## config.mk

```make
export PLATFORM = sky130hd
export DESIGN_NAME = alu_result_bcd
export DESIGN_NICKNAME = d
export VERILOG_FILES = /design/src/rtl/alu_result_bcd.sv
export SDC_FILE = /design/constraint.sdc
export NUM_CORES = 1
export LEC_CHECK = 0
export CELL_PAD_IN_SITES_DETAIL_PLACEMENT = 1
export CELL_PAD_IN_SITES_GLOBAL_PLACEMENT = 1
export CORE_UTILIZATION = 43
export DETAILED_ROUTE_END_ITERATION = 8
export PLACE_DENSITY = 0.89
export SKIP_CTS_REPAIR_TIMING = 1
export SKIP_LAST_GASP = 1
export SYNTH_ARGS = -nofsm -noshare
export SYNTH_HDL_FRONTEND = slang
export SYNTH_SLANG_ARGS = --single-unit
```

## constraint.sdc

```tcl
create_clock -name clk -period 3.2 [get_ports clk]
set_input_delay 0.32 -clock clk [delete_from_list [all_inputs] [get_ports clk]]
set_output_delay 0.32 -clock clk [all_outputs]
set_load 0.01 [all_outputs]
```

## src/rtl/alu_result_bcd.sv

```systemverilog
// Sequential double-dabble converter: ALU result f -> three BCD digits, one bit per clock.
// Optional macro SIGNED_DISPLAY_EN: treat result as two's complement and present |f| with a neg flag.
module alu_result_bcd #(
   parameter bit AUTO_START = 1'b0
) (
   input  logic       clk,
   input  logic       reset,
   input  logic       start,
   input  logic [7:0] result,
   output logic       busy,
   output logic       done,
   output logic [3:0] hundreds,
   output logic [3:0] tens,
   output logic [3:0] ones,
   output logic       neg
);

   typedef enum logic [1:0] {
      S_IDLE  = 2'd0,
      S_SHIFT = 2'd1,
      S_DONE  = 2'd2
   } state_t;

   state_t      state_q, state_d;
   logic [2:0]  cnt_q, cnt_d;
   logic [11:0] scratch_q, scratch_d;
   logic [7:0]  operand_q, operand_d;
   logic [7:0]  last_q, last_d;
   logic        neg_pend_q, neg_pend_d;
   logic [3:0]  hund_q, hund_d;
   logic [3:0]  tens_q, tens_d;
   logic [3:0]  ones_q, ones_d;
   logic        neg_q, neg_d;

   logic        trigger;
   logic        sign_w;
   logic [7:0]  mag_w;
   logic [11:0] adj;
   logic [19:0] shifted;

`ifdef SIGNED_DISPLAY_EN
   assign sign_w = result[7];
   assign mag_w  = result[7] ? 8'(~result + 8'd1) : result;
`else
   assign sign_w = 1'b0;
   assign mag_w  = result;
`endif

   assign trigger = start | (AUTO_START & (result != last_q));

   // Add-3 correction on every BCD nibble before the shift.
   always_comb begin
      adj = scratch_q;
      for (int unsigned i = 0; i < 3; i++) begin
         if (scratch_q[4*i +: 4] >= 4'd5)
            adj[4*i +: 4] = scratch_q[4*i +: 4] + 4'd3;
      end
      shifted = {adj, operand_q} << 1;
   end

   always_comb begin
      state_d    = state_q;
      cnt_d      = cnt_q;
      scratch_d  = scratch_q;
      operand_d  = operand_q;
      last_d     = last_q;
      neg_pend_d = neg_pend_q;
      hund_d     = hund_q;
      tens_d     = tens_q;
      ones_d     = ones_q;
      neg_d      = neg_q;
      unique case (state_q)
         S_IDLE: begin
            if (trigger) begin
               state_d    = S_SHIFT;
               cnt_d      = 3'd7;
               scratch_d  = '0;
               operand_d  = mag_w;
               last_d     = result;
               neg_pend_d = sign_w;
            end
         end
         S_SHIFT: begin
            scratch_d = shifted[19:8];
            operand_d = shifted[7:0];
            cnt_d     = cnt_q - 3'd1;
            if (cnt_q == 3'd0) begin
               state_d = S_DONE;
               hund_d  = shifted[19:16];
               tens_d  = shifted[15:12];
               ones_d  = shifted[11:8];
               neg_d   = neg_pend_q;
            end
         end
         S_DONE:  state_d = S_IDLE;
         default: state_d = S_IDLE;
      endcase
   end

   always_ff @(posedge clk) begin
      if (reset) begin
         state_q    <= S_IDLE;
         cnt_q      <= '0;
         scratch_q  <= '0;
         operand_q  <= '0;
         last_q     <= '0;
         neg_pend_q <= 1'b0;
         hund_q     <= '0;
         tens_q     <= '0;
         ones_q     <= '0;
         neg_q      <= 1'b0;
      end else begin
         state_q    <= state_d;
         cnt_q      <= cnt_d;
         scratch_q  <= scratch_d;
         operand_q  <= operand_d;
         last_q     <= last_d;
         neg_pend_q <= neg_pend_d;
         hund_q     <= hund_d;
         tens_q     <= tens_d;
         ones_q     <= ones_d;
         neg_q      <= neg_d;
      end
   end

   assign busy     = (state_q != S_IDLE);
   assign done     = (state_q == S_DONE);
   assign hundreds = hund_q;
   assign tens     = tens_q;
   assign ones     = ones_q;
   assign neg      = neg_q;

endmodule

```

==> results.yml <==
synthesis:
  yosys_warnings: 0
  syn_area_um2: 1794
  synth.avg_cell_area_um2: 8.463
  synth_seq_cells: 37
  synth_cells: 212
  synth_area_leader_cell: "dfxtp_1"
  ys_types: 39
  syn_nets: 231
  synthTopCellsByArea: "dfxtp_1 41%, nor2_1 6.7%, ha_1 5.6%"
  synth_top_area_share: 0.4128
  ys_seq_area_frac: 0.4128
die:
  die_x_um: 66.60
  die-area_um2: 4435
  fp.dieH_um: 66.60
  start_util: 0.4485
  boundaryPins: 26
  core_um2: 4000
  num_rows: 23
placement:
  hpwl_um: 2932
  placed_cells: 273
  gp_congestion: 0.7950
  port_buffers: 24
critical_path:
  ff2ff_setup_slack_ns: 1.08
  worst-path-max-fanout: 21
  ff2ff_path_depth: 4
  startpoint_type: "flip-flop"
  critical_path_class: "reg2reg"
  required_ns: 3.38
  arrival_ns: 2.30
  end_kind: "flip-flop"
pwr:
  ir_worst_vdd_mv: 0.1773
  power_leakage_nw: 0.8539
  pwr_density_cell_nw_per_um2: 466.4
timing:
  tightest_slew_ns: 0.8019
  hold_violations: 0
  grt_setup_unrepaired: "false"
  period_needed_ns: 2.121
  max_freq_mhz: 471.5
  finalSetupViolCount: 0
  tns_ns: 0
  slew_headroom: 0.4634
  fin_skew_ns: 0.005482
  slew_violations: 0
  finalCritPeriodShare: 0.6628
  holdWs_ns: 0.4720
routing:
  drc: 0
  drt-pass1-iter-count: 4
  wl_per_cell_um: 14.93
  ant_nets: 0
  dr_total_vias: 1533
  drt_iter0_drc: 70
  wl_um: 4180
  viasPerCell: 5.475
finish:
  syn_to_final_growth_pct: 17.99
  drive_gt1_frac: 0.05217
  fin_nets: 249
  final_cells: 280
  fillCellCount: 487
  multi_input_area_um2: 938.4
  regArea_um2: 740.7
  diodes: 0
grt:
  overflow: 0
  grt_pass1_wl_um: 6948
  grt_max_degree: 22
  antenna_found_initial: 0
  grt_use_total: 0.2108
  grt_pass1_vias: 1507
min_path:
  hold_class: "reg2reg"
  hold_path_depth: 2
run_status:
  status: "completed"
clocking:
  cts_buffer_depth: 2
  cts_tree: "done"
  h-tree-depth: 2
  numCtsBuffers: 5
  insertion_delay_ns: 0.29
  clk_pin_slew_ns: 0.07
  cts.sinks: 37
  cts-root-buf: "clkbuf_8"
run:
  maxCapViolCount: 0
[state kept, by name (all words and copies together), names as in the netlist]
| name | count |
|---|---|
| cnt_q | 3 |
| operand_q | 8 |
| scratch_q | 12 |
| tens | 4 |
| ones | 4 |
| hundreds | 4 |
| state_q | 2 |
[logic make-up after synthesis]
| group | synth area share |
|---|---|
| mux | 0.01674 |
| simple gates | 0.2699 |
| flops | 0.4128 |
| compound gates | 0.1639 |
| fa+ha+maj | 0.05579 |
| buf+inv | 0.06415 |
| xor+xnor | 0.01465 |
| other cells | 0.002090 |
[critical path: stages (launching register included)]
cell	delay, ns
dfxtp_1	0.71
nor2b_4	0.33
and3b_1	0.53
nor3b_1	0.10
a311o_1	0.34
[worst paths after layout]
kind                      from      endpoint
setup reg to reg    state_q[0]   hundreds[2]
setup / recovery    state_q[0]   hundreds[2]
hold / removal    scratch_q[9]  scratch_q[9]
hold reg to reg   scratch_q[9]  scratch_q[9]
[metal layers]
metal,global-route usage,wire (µm),up-vias
met3,0.05308,134,9
met5,0,0,-
met1,0.2458,1875,739
met2,0.3586,2101,26
li1,-,-,759
met4,0.09574,68,0
[Yosys cell counts (all sizes together)]
cell and n:
buf 9, ha 8, nand4b 1, nor4 1, nor2b 8, o21ai 11, nand2b 3, mux2i 3
clkbuf 5, a311o 1, and3b 1, nor3 12, a22oi 1, a22o 5, nor3b 10, dfxtp 37
nand2 11, inv 11, or4 1, nor2 32, o31ai 1, conb 1, a211oi 8, nand3b 5
o22ai 1, or2 1, nand3 3, a21o 4, a21oi 12, or3b 1, xnor2 3, o21ba 1
[power by group]
group | leakage, nW | switching, mW | internal, mW
Sequential | 0.302 | 0.0239 | 0.486
Clock | 0.0443 | 0.162 | 0.171
Combinational | 0.508 | 0.0767 | 0.0681
Total | 0.854 | 0.263 | 0.725
[placed cells by master, fill, tap and decap left out, drive strengths merged, types with 4 or more instances in the layout]
master         instances
o21ai                 11
clkdlybuf4s50         24
a21o                   4
nor3                  12
nor3b                 10
ha                     8
nor2                  32
a22o                   5
nor2b                  8
a21oi                 12
nand3b                 5
a211oi                 8
dfxtp                 37
inv                   11
clkbuf                 7
nand2                 11
[stage by stage]
| stage | worst slack [ns] | cell area [µm²] | util | total power [mW] |
|---|---|---|---|---|
| after CTS | 1.052 | 2117 | 0.5292 | 0.9965 |
| after detailed placement | 1.036 | 2031 | 0.5077 | 0.6647 |
| final | 1.079 | 2117 | 0.5292 | 0.9874 |
| after global placement | 1.078 | 2031 | 0.5077 | 0.6597 |
| after global routing | 0.9395 | 2117 | 0.5292 | 1.038 |
| after floorplan | 1.795 | 1794 | - | 0.6180 |
[cell type report]
type / count / area share
clock buffers: 7 / 0.04078
multi-input cells: 150 / 0.4433
well taps: 50 / 0.02955
flip-flops and latches: 37 / 0.3499
repair buffers: 25 / 0.1170
inverters: 11 / 0.01950
(Power assumes the default switching activity.)
